[config.mk]
export PLATFORM = sky130hd
export DESIGN_NAME = qmax_ctrl_flat
export DESIGN_NICKNAME = d
export VERILOG_FILES = /design/src/rtl/qmax_ctrl_if.sv /design/src/rtl/qmax_ctrl.sv /design/src/flat_wrapper.sv
export SDC_FILE = /design/constraint.sdc
export NUM_CORES = 1
export LEC_CHECK = 0
export CAP_MARGIN = 20
export CORE_UTILIZATION = 30
export CTS_CLUSTER_DIAMETER = 30
export DETAILED_ROUTE_END_ITERATION = 8
export GPL_ROUTABILITY_DRIVEN = 0
export PLACE_DENSITY_LB_ADDON = 0.25
export SLEW_MARGIN = 30
export SYNTH_ARGS = -nofsm -noshare
export SYNTH_HDL_FRONTEND = slang
export SYNTH_SLANG_ARGS = --single-unit
[constraint.sdc]
create_clock -name i_clk -period 11.33 [get_ports i_clk]
set_input_delay 2.8325 -clock i_clk [delete_from_list [all_inputs] [get_ports i_clk]]
set_output_delay 2.8325 -clock i_clk [all_outputs]
set_load 0.02 [all_outputs]
[src/rtl/qmax_ctrl_if.sv]
// Request, response and BRAM-port signals of the qmax table controller.
// The slave modport is the controller; the master modport is its environment.
interface qmax_ctrl_if #(
    parameter int ADDR_WIDTH = 6,
    parameter int DATA_WIDTH = 32
) ();
    logic                  i_upd_valid;
    logic                  o_upd_ready;
    logic [ADDR_WIDTH-1:0] i_upd_addr;
    logic [DATA_WIDTH-1:0] i_upd_data;
    logic                  i_qry_valid;
    logic                  o_qry_ready;
    logic [ADDR_WIDTH-1:0] i_qry_addr;
    logic                  o_qry_rvalid;
    logic [DATA_WIDTH-1:0] o_qry_rdata;
    logic                  o_init_done;
    logic [ADDR_WIDTH-1:0] o_tbl_addr_r;
    logic                  o_tbl_read_en;
    logic [ADDR_WIDTH-1:0] o_tbl_addr_w;
    logic                  o_tbl_write_en;
    logic [DATA_WIDTH-1:0] o_tbl_wdata;
    logic [DATA_WIDTH-1:0] i_tbl_rdata;

    modport slave (
        input  i_upd_valid, i_upd_addr, i_upd_data, i_qry_valid, i_qry_addr, i_tbl_rdata,
        output o_upd_ready, o_qry_ready, o_qry_rvalid, o_qry_rdata, o_init_done,
        output o_tbl_addr_r, o_tbl_read_en, o_tbl_addr_w, o_tbl_write_en, o_tbl_wdata
    );

    modport master (
        output i_upd_valid, i_upd_addr, i_upd_data, i_qry_valid, i_qry_addr, i_tbl_rdata,
        input  o_upd_ready, o_qry_ready, o_qry_rvalid, o_qry_rdata, o_init_done,
        input  o_tbl_addr_r, o_tbl_read_en, o_tbl_addr_w, o_tbl_write_en, o_tbl_wdata
    );
endinterface

[src/rtl/qmax_ctrl.sv]
// qmax table controller: clears the BRAM after reset, then arbitrates the read port between
// read-compare-write-if-greater updates and max-Q queries, forwarding the newest write.
module qmax_ctrl #(
    parameter int                    ADDR_WIDTH = 6,
    parameter int                    DATA_WIDTH = 32,
    parameter int                    DEPTH      = 64,
    parameter logic [DATA_WIDTH-1:0] INIT_VALUE = '0
) (
    input  logic        i_clk,
    input  logic        i_rst,
    qmax_ctrl_if.slave  bus
);
    typedef enum logic {ST_INIT, ST_RUN} state_e;

    state_e                state_q, state_d;
    logic [ADDR_WIDTH-1:0] init_cnt_q, init_cnt_d;
    logic                  rr_q, rr_d;            // 0: query wins the next tie
    logic                  s1_valid_q, s1_valid_d;
    logic                  s1_is_upd_q, s1_is_upd_d;
    logic [ADDR_WIDTH-1:0] s1_addr_q, s1_addr_d;
    logic [DATA_WIDTH-1:0] s1_data_q, s1_data_d;
    logic                  fwd_valid_q, fwd_valid_d;
    logic [ADDR_WIDTH-1:0] fwd_addr_q, fwd_addr_d;
    logic [DATA_WIDTH-1:0] fwd_data_q, fwd_data_d;
    logic [DATA_WIDTH-1:0] rdata_q, rdata_d;

    logic                  run, grant_upd, grant_qry;
    logic                  s1_live, s1_write, s1_qry;
    logic [DATA_WIDTH-1:0] old_val;

    always_comb begin
        // NOTE: every signal gets a default before any branch so no latch can be inferred.
        state_d     = state_q;
        init_cnt_d  = init_cnt_q;
        rr_d        = rr_q;
        grant_upd   = 1'b0;
        grant_qry   = 1'b0;

        // Reset is folded in combinationally so nothing escapes in the cycle reset is applied.
        run = (state_q == ST_RUN) && !i_rst;

        if (state_q == ST_INIT) begin
            if (init_cnt_q == ADDR_WIDTH'(DEPTH - 1)) begin
                state_d = ST_RUN;
            end else begin
                init_cnt_d = init_cnt_q + 1'b1;
            end
        end

        if (run) begin
            if (bus.i_upd_valid && bus.i_qry_valid) begin
                grant_upd = rr_q;
                grant_qry = !rr_q;
                rr_d      = !rr_q;
            end else begin
                grant_upd = bus.i_upd_valid;
                grant_qry = bus.i_qry_valid;
            end
        end

        // A write committed on the same edge as this read is invisible to the BRAM output.
        old_val  = (fwd_valid_q && (fwd_addr_q == s1_addr_q)) ? fwd_data_q : bus.i_tbl_rdata;
        s1_live  = s1_valid_q && !i_rst;
        s1_write = s1_live && s1_is_upd_q && ($signed(s1_data_q) > $signed(old_val));
        s1_qry   = s1_live && !s1_is_upd_q;

        s1_valid_d  = grant_upd || grant_qry;
        s1_is_upd_d = grant_upd;
        s1_addr_d   = grant_upd ? bus.i_upd_addr : bus.i_qry_addr;
        s1_data_d   = bus.i_upd_data;

        fwd_valid_d = s1_write;
        fwd_addr_d  = s1_write ? s1_addr_q : fwd_addr_q;
        fwd_data_d  = s1_write ? s1_data_q : fwd_data_q;
        rdata_d     = s1_qry ? old_val : rdata_q;

        bus.o_upd_ready   = grant_upd;
        bus.o_qry_ready   = grant_qry;
        bus.o_init_done   = run;
        bus.o_tbl_read_en = grant_upd || grant_qry;
        bus.o_tbl_addr_r  = s1_addr_d;
        bus.o_qry_rvalid  = s1_qry;
        bus.o_qry_rdata   = rdata_d;

        if (state_q == ST_INIT) begin
            bus.o_tbl_write_en = !i_rst;
            bus.o_tbl_addr_w   = init_cnt_q;
            bus.o_tbl_wdata    = INIT_VALUE;
        end else begin
            bus.o_tbl_write_en = s1_write;
            bus.o_tbl_addr_w   = s1_addr_q;
            bus.o_tbl_wdata    = s1_data_q;
        end
    end

    always_ff @(posedge i_clk) begin
        // NOTE: non-blocking assignments so every register samples pre-edge values.
        if (i_rst) begin
            state_q     <= ST_INIT;
            init_cnt_q  <= '0;
            rr_q        <= 1'b0;
            s1_valid_q  <= 1'b0;
            fwd_valid_q <= 1'b0;
            rdata_q     <= '0;
        end else begin
            state_q     <= state_d;
            init_cnt_q  <= init_cnt_d;
            rr_q        <= rr_d;
            s1_valid_q  <= s1_valid_d;
            fwd_valid_q <= fwd_valid_d;
            rdata_q     <= rdata_d;
        end
    end

    // NOTE: payload registers carry no reset; they are only consumed under a reset valid bit.
    always_ff @(posedge i_clk) begin
        s1_is_upd_q <= s1_is_upd_d;
        s1_addr_q   <= s1_addr_d;
        s1_data_q   <= s1_data_d;
        fwd_addr_q  <= fwd_addr_d;
        fwd_data_q  <= fwd_data_d;
    end
endmodule

[src/flat_wrapper.sv]
// flat-port wrapper written by rule: the top's interface ports become plain ports
module qmax_ctrl_flat 
#(
    parameter int                    ADDR_WIDTH = 6,
    parameter int                    DATA_WIDTH = 32,
    parameter int                    DEPTH      = 64,
    parameter logic [DATA_WIDTH-1:0] INIT_VALUE = '0
)
  (i_clk, i_rst, bus_i_upd_valid, bus_i_upd_addr, bus_i_upd_data, bus_i_qry_valid, bus_i_qry_addr, bus_i_tbl_rdata, bus_o_upd_ready, bus_o_qry_ready, bus_o_qry_rvalid, bus_o_qry_rdata, bus_o_init_done, bus_o_tbl_addr_r, bus_o_tbl_read_en, bus_o_tbl_addr_w, bus_o_tbl_write_en, bus_o_tbl_wdata);
  qmax_ctrl_if #(.ADDR_WIDTH(ADDR_WIDTH), .DATA_WIDTH(DATA_WIDTH)) bus_i ();
  input  logic i_clk;
  input  logic i_rst;
  input wire logic [$bits(bus_i.i_upd_valid)-1:0] bus_i_upd_valid;
  input wire logic [$bits(bus_i.i_upd_addr)-1:0] bus_i_upd_addr;
  input wire logic [$bits(bus_i.i_upd_data)-1:0] bus_i_upd_data;
  input wire logic [$bits(bus_i.i_qry_valid)-1:0] bus_i_qry_valid;
  input wire logic [$bits(bus_i.i_qry_addr)-1:0] bus_i_qry_addr;
  input wire logic [$bits(bus_i.i_tbl_rdata)-1:0] bus_i_tbl_rdata;
  output wire logic [$bits(bus_i.o_upd_ready)-1:0] bus_o_upd_ready;
  output wire logic [$bits(bus_i.o_qry_ready)-1:0] bus_o_qry_ready;
  output wire logic [$bits(bus_i.o_qry_rvalid)-1:0] bus_o_qry_rvalid;
  output wire logic [$bits(bus_i.o_qry_rdata)-1:0] bus_o_qry_rdata;
  output wire logic [$bits(bus_i.o_init_done)-1:0] bus_o_init_done;
  output wire logic [$bits(bus_i.o_tbl_addr_r)-1:0] bus_o_tbl_addr_r;
  output wire logic [$bits(bus_i.o_tbl_read_en)-1:0] bus_o_tbl_read_en;
  output wire logic [$bits(bus_i.o_tbl_addr_w)-1:0] bus_o_tbl_addr_w;
  output wire logic [$bits(bus_i.o_tbl_write_en)-1:0] bus_o_tbl_write_en;
  output wire logic [$bits(bus_i.o_tbl_wdata)-1:0] bus_o_tbl_wdata;
  assign bus_i.i_upd_valid = bus_i_upd_valid;
  assign bus_i.i_upd_addr = bus_i_upd_addr;
  assign bus_i.i_upd_data = bus_i_upd_data;
  assign bus_i.i_qry_valid = bus_i_qry_valid;
  assign bus_i.i_qry_addr = bus_i_qry_addr;
  assign bus_i.i_tbl_rdata = bus_i_tbl_rdata;
  assign bus_o_upd_ready = bus_i.o_upd_ready;
  assign bus_o_qry_ready = bus_i.o_qry_ready;
  assign bus_o_qry_rvalid = bus_i.o_qry_rvalid;
  assign bus_o_qry_rdata = bus_i.o_qry_rdata;
  assign bus_o_init_done = bus_i.o_init_done;
  assign bus_o_tbl_addr_r = bus_i.o_tbl_addr_r;
  assign bus_o_tbl_read_en = bus_i.o_tbl_read_en;
  assign bus_o_tbl_addr_w = bus_i.o_tbl_addr_w;
  assign bus_o_tbl_write_en = bus_i.o_tbl_write_en;
  assign bus_o_tbl_wdata = bus_i.o_tbl_wdata;
  qmax_ctrl #(.ADDR_WIDTH(ADDR_WIDTH), .DATA_WIDTH(DATA_WIDTH), .DEPTH(DEPTH), .INIT_VALUE(INIT_VALUE)) u_core (.i_clk(i_clk), .i_rst(i_rst), .bus(bus_i));
endmodule
After elaboration in Yosys (flattened, before gate mapping)
Cells that the tools add are included.
{ "word_totals": {"reg_bits": 119, "input_bits": 80, "output_inout_bits": 82, "wordCells": 42} }
{ "op_classes": {"n_addsub": 1, "order_cmp": 1, "eq_ne": 2, "muxes": 12, "bitwise": 2, "reduce_logical": 13} }
{ "ops": {"columns": ["cell", "n"], "rows": [
  ["32-bit two-way mux", 3],
  ["32-bit > comparator", 1],
  ["6-bit two-way mux", 2],
  ["1-bit logical AND", 7],
  ["1-bit two-way mux", 7],
  ["6-bit by 1-bit adder with 6-bit output (second input constant)", 1],
  ["6-bit == test", 1],
  ["6-bit == test (second input constant)", 1],
  ["2-bit AND reduction", 2],
  ["1-bit logical NOT", 3],
  ["1-bit inverter", 2],
  ["1-bit logical OR", 1]
]} }

Logic depth before layout (Yosys ltp)
{ "depth": {"depth_word": 6, "mapped_depth": 14, "ltp_nobuf": 13} }

Worst setup path after synthesis
No wires, ideal clock.
{ "synth_timing": {"path_kind": "input to output", "from": "input port bus_i_tbl_rdata[10]", "to": "output port bus_o_tbl_write_en", "arrival_ps": 6814, "required_time_ps": 8497, "path_slack_ps": 1683, "cell_stages": 9, "path_buffers": 0, "path_cell_list": "mux2i_1 -> ha_1 -> a21oi_1 -> nand2_1 -> a221o_1 -> a211o_1 -> a21oi_2 -> mux2i_1 -> a21o_1"} }
{ "synth_via": {"elab_chain_len": 4} }
{ "synth_rtl": {"columns": ["item", "line", "rtl"], "rows": [
  ["start: declaration", "flat_wrapper.sv:18", "input wire logic [$bits(bus_i.i_tbl_rdata)-1:0] bus_i_tbl_rdata;"],
  ["32-bit two-way mux", "qmax_ctrl.sv:62", "old_val = (fwd_valid_q && (fwd_addr_q == s1_addr_q)) ? fwd_data_q : bus.i_tbl_rdata;"],
  ["32-bit > comparator", "qmax_ctrl.sv:64", "s1_write = s1_live && s1_is_upd_q && ($signed(s1_data_q) > $signed(old_val));"],
  ["1-bit logical AND", "qmax_ctrl.sv:64", null],
  ["net u_core.fwd_valid_d", "qmax_ctrl.sv:22", "logic fwd_valid_q, fwd_valid_d;"],
  ["1-bit two-way mux", "qmax_ctrl.sv:85", "if (state_q == ST_INIT) begin"],
  ["end: declaration", "flat_wrapper.sv:27", "output wire logic [$bits(bus_i.o_tbl_write_en)-1:0] bus_o_tbl_write_en;"]
]} }
The timed path passes the listed nets, and every way through them passes these cells.

Worst setup path in the final report
Ends and elaborated chain as after synthesis.

==> key figures <==
Clocking
  • Clk buf depth: 2
  • Skew-Pair Late Insertion Delay: 0.41 ns
  • Post-CTS resize count: 0
  • H-Tree Depth: 4
  • Clock-pin slew on the worst setup and hold paths: 0.05 ns
  • # hold bufs at CTS: 0
  • Clock Sinks: 119
  • CTS Buf Count: 17
  • Post-CTS Setup Inserts: 0
  • Root Buffer: clkbuf_16
  • CTS tree: built

Synthesis
  • Post-Syn Instances: 457
  • Mapped Nets: 570
  • Sequential area share after synthesis: 54.32%
  • Netlist cell types: 40
  • Mean area per synthesized cell: 11.13 um2
  • EDFF count, synth: 38
  • Count leader, synth: dfxtp_1
  • Top post-synthesis cells by count: dfxtp_1 (81), nor2_1 (45), edfxtp_1 (38)
  • Top post-synthesis cells by area: dfxtp_1 (32%), edfxtp_1 (22%), ha_1 (8.1%)
  • Synth top area share: 31.88%
  • Top_reg_cell synth: dfxtp_1
  • YS warnings: 0
  • Cell taking the most area after synthesis: dfxtp_1
  • Synthesized area: 5086 um2
  • FFs w/ async S/R, synth: 0%
  • Yosys reg bits: 119

Placed design
  • Buffers on Ports: 161
  • Detail Placement HPWL: 8.885 mm

Timing
  • Final Cycle Share: 82.32%
  • Worst slew margin: 45.29%
  • Tightest Pin Transition: 0.8206 ns
  • Fin. max-slew vios: 0
  • Layout Skew: 0.006634 ns
  • Final min period: 9.327 ns
  • Final Hold Fails: 0
  • Worst hold margin: 0.4680 ns
  • Final setup viols: 0
  • Fmax achieved: 107.2 MHz
  • Fin Setup TNS: 0 ns
  • RSZ-0062 raised after global routing: no

Pwr
  • Pwr per Cell Area: 140.5 nW/um2
  • Maximum vdd drop: 96.78 uV
  • Gate power share: 7.2%
  • Switching Fraction: 22.11%
  • Flop pwr share: 43.3%
  • Clock power frac: 49.5%
  • Sw Pwr: 233.0 uW
  • P_leak: 2.829 nW
  • Internal power: 820.5 uW

Cells and area
  • Layout area overhead: 47.38%
  • Final core utilization: 45.20%
  • Multi-input gate area: 2228 um2
  • FILL cells: 1573
  • Share of cells above drive strength 1: 9.449%
  • Nets@finish: 735
  • ANT cells: 0
  • FF+latch area: 2764 um2

Route
  • First-pass detailed-route iteration total: 5
  • Vias post-DR: 3822
  • Routed wire length: 12.71 mm
  • Routed vias/inst: 4.470
  • WL/cell: 14.87 um
  • Final ANT Viol Nets: 0
  • Residual DRC: 0
  • Drt first-iter violations: 120

Global route
  • Vias in the first global route: 3927
  • First-pass GRT wire length: 20.60 mm
  • Initial antenna violation count: 0
  • Gr ovfl total: 0
  • GR Util All Layers: 15.32%
  • Largest net degree at the start of global routing: 66

Die
  • Starting Density: 30.67%
  • # rows: 47
  • Num ports: 162
  • Die area: 17480 um2
  • Die H: 132.2 um
  • Die width: 132.2 um
  • Core Region: 16580 um2

Worst hold path
  • Hold WC Path Type: flop to flop

Setup path
  • CP dominant cell by count: clkdlybuf4s50_1
  • Data arrival, critical path: 6.49 ns
  • Cells along the critical path: clkdlybuf4s50_1 -> mux2i_1 -> ha_1 -> a21oi_1 -> nand2_1 -> a221o_1 -> a211o_1 -> a21oi_2 -> mux2i_4 -> buf_4 -> a21o_1 -> clkdlybuf4s50_1
  • CP max-delay cell: clkdlybuf4s50_1
  • Crit path kind: input pin to primary output
  • Crit. End Element: primary output
  • CP max FO: 39
  • Startpoint Class: input pin
  • Critical Path RT: 8.50 ns
  • Crit-path max cell delay: 0.60 ns

Outcome
  • Status: completed

Flow run
  • Max-cap viol count: 0
## path summary, 6_finish.rpt
| path | from | end | slack (ns) | depth (start not counted) |
|---|---|---|---|---|
| worst max-delay path | bus_i_tbl_rdata[10] | bus_o_tbl_write_en | 2.00 | 12 |
| worst min-delay path | u_core.s1_data_q[10]$_DFF_P_ | u_core.fwd_data_q[10]$_DFFE_PP_ | 0.47 | 0 |
| worst max register to register | u_core.fwd_addr_q[0]$_DFFE_PP_ | u_core.fwd_data_q[24]$_DFFE_PP_ | 7.05 | 13 |
| worst min register to register | u_core.s1_data_q[10]$_DFF_P_ | u_core.fwd_data_q[10]$_DFFE_PP_ | 0.47 | 0 |
## cell families (layout without fill, tap and decap cells)
group           after synthesis  count (layout)  synth area share [%]
mux                          41              41                 8.216
buf+inv                      23             201                 2.214
xor+xnor                     10              10                 1.722
simple gates                172             172                 17.98
flops                       119             119                 54.32
fa+ha+maj                    33              33                 8.118
compound gates               59              59                 7.429
## registers in the layout, indices dropped and copies added (netlist names)
name                count
u_core.s1_addr_q        6
u_core.fwd_addr_q       6
u_core.fwd_data_q      32
u_core.s1_data_q       32
u_core.rr_q             1
u_core.s1_is_upd_q      1
u_core.rdata_q         32
u_core.state_q          1
u_core.fwd_valid_q      1
u_core.init_cnt_q       6
u_core.s1_valid_q       1
## critical path: cells and delay by family
| family | cells | cell delay (ns) |
|---|---|---|
| compound gates | 5 | 1.28 |
| fa+ha+maj | 1 | 0.31 |
| buf+inv | 3 | 1.50 |
| mux | 2 | 0.47 |
| simple gates | 1 | 0.07 |
## per-layer routing
metal,vias to the layer above,routed length (um),global-route usage (%),part of all wire (%)
li1,1940,-,-,-
met1,1759,5928,19.68,47
met2,110,5867,23.84,46
met3,13,755,5.344,5.9
met4,0,159,5.364,1.3
met5,-,0,0,0
## cell type report
type,instances,share of cell area [%]
timing repair buffer,165,21.87
clock buffer,20,5.959
clock inverter,12,1.703
tap,220,3.672
sequential,119,36.87
multi-input combinational,315,29.73
inverter,4,0.2003
## metrics by stage
step                std cells  power (mW)  setup slack (ns)  cell area, um2
finish                    855       1.053             2.003            7496
floorplan                 457      0.4959             1.683            5086
global route              855       1.095             1.784            7496
CTS                       855       1.069             1.953            7493
detailed placement        823      0.5411             1.972            6919
global placement          823      0.5401             1.979            6919
## power by group through the flow
stage	clock network (mW)	logic (mW)	registers, mW
6_report	0.522	0.0763	0.456
5_1_grt	0.554	0.0849	0.457
4_1_cts	0.536	0.0773	0.456
3_5_place_dp	0	0.0763	0.465
3_3_place_gp	0	0.0757	0.464
2_1_floorplan	0	0.0342	0.462
## layout by cell type (no fill, tap or decap), types with 2 or more instances in the layout
cell	instances
and2_1	32
clkbuf_16	17
clkinv_2	4
clkinvlp_4	4
ha_1	33
inv_1	3
nor3_1	2
bufinv_16	2
a21oi_2	13
buf_4	5
nand3_1	7
nand4_1	10
nand2b_1	2
xnor2_1	5
and2b_1	11
xor2_1	5
mux2_2	6
nor2_1	45
mux2i_1	34
or2_2	2
a21oi_1	32
dfxtp_1	80
nand2_1	29
edfxtp_1	38
clkbuf_1	2
nor4_1	2
a21o_1	2
o211ai_1	2
o21ai_0	3
nor2b_1	24
clkdlybuf4s50_1	160
Note: power is estimated with default switching activity, not from simulation.
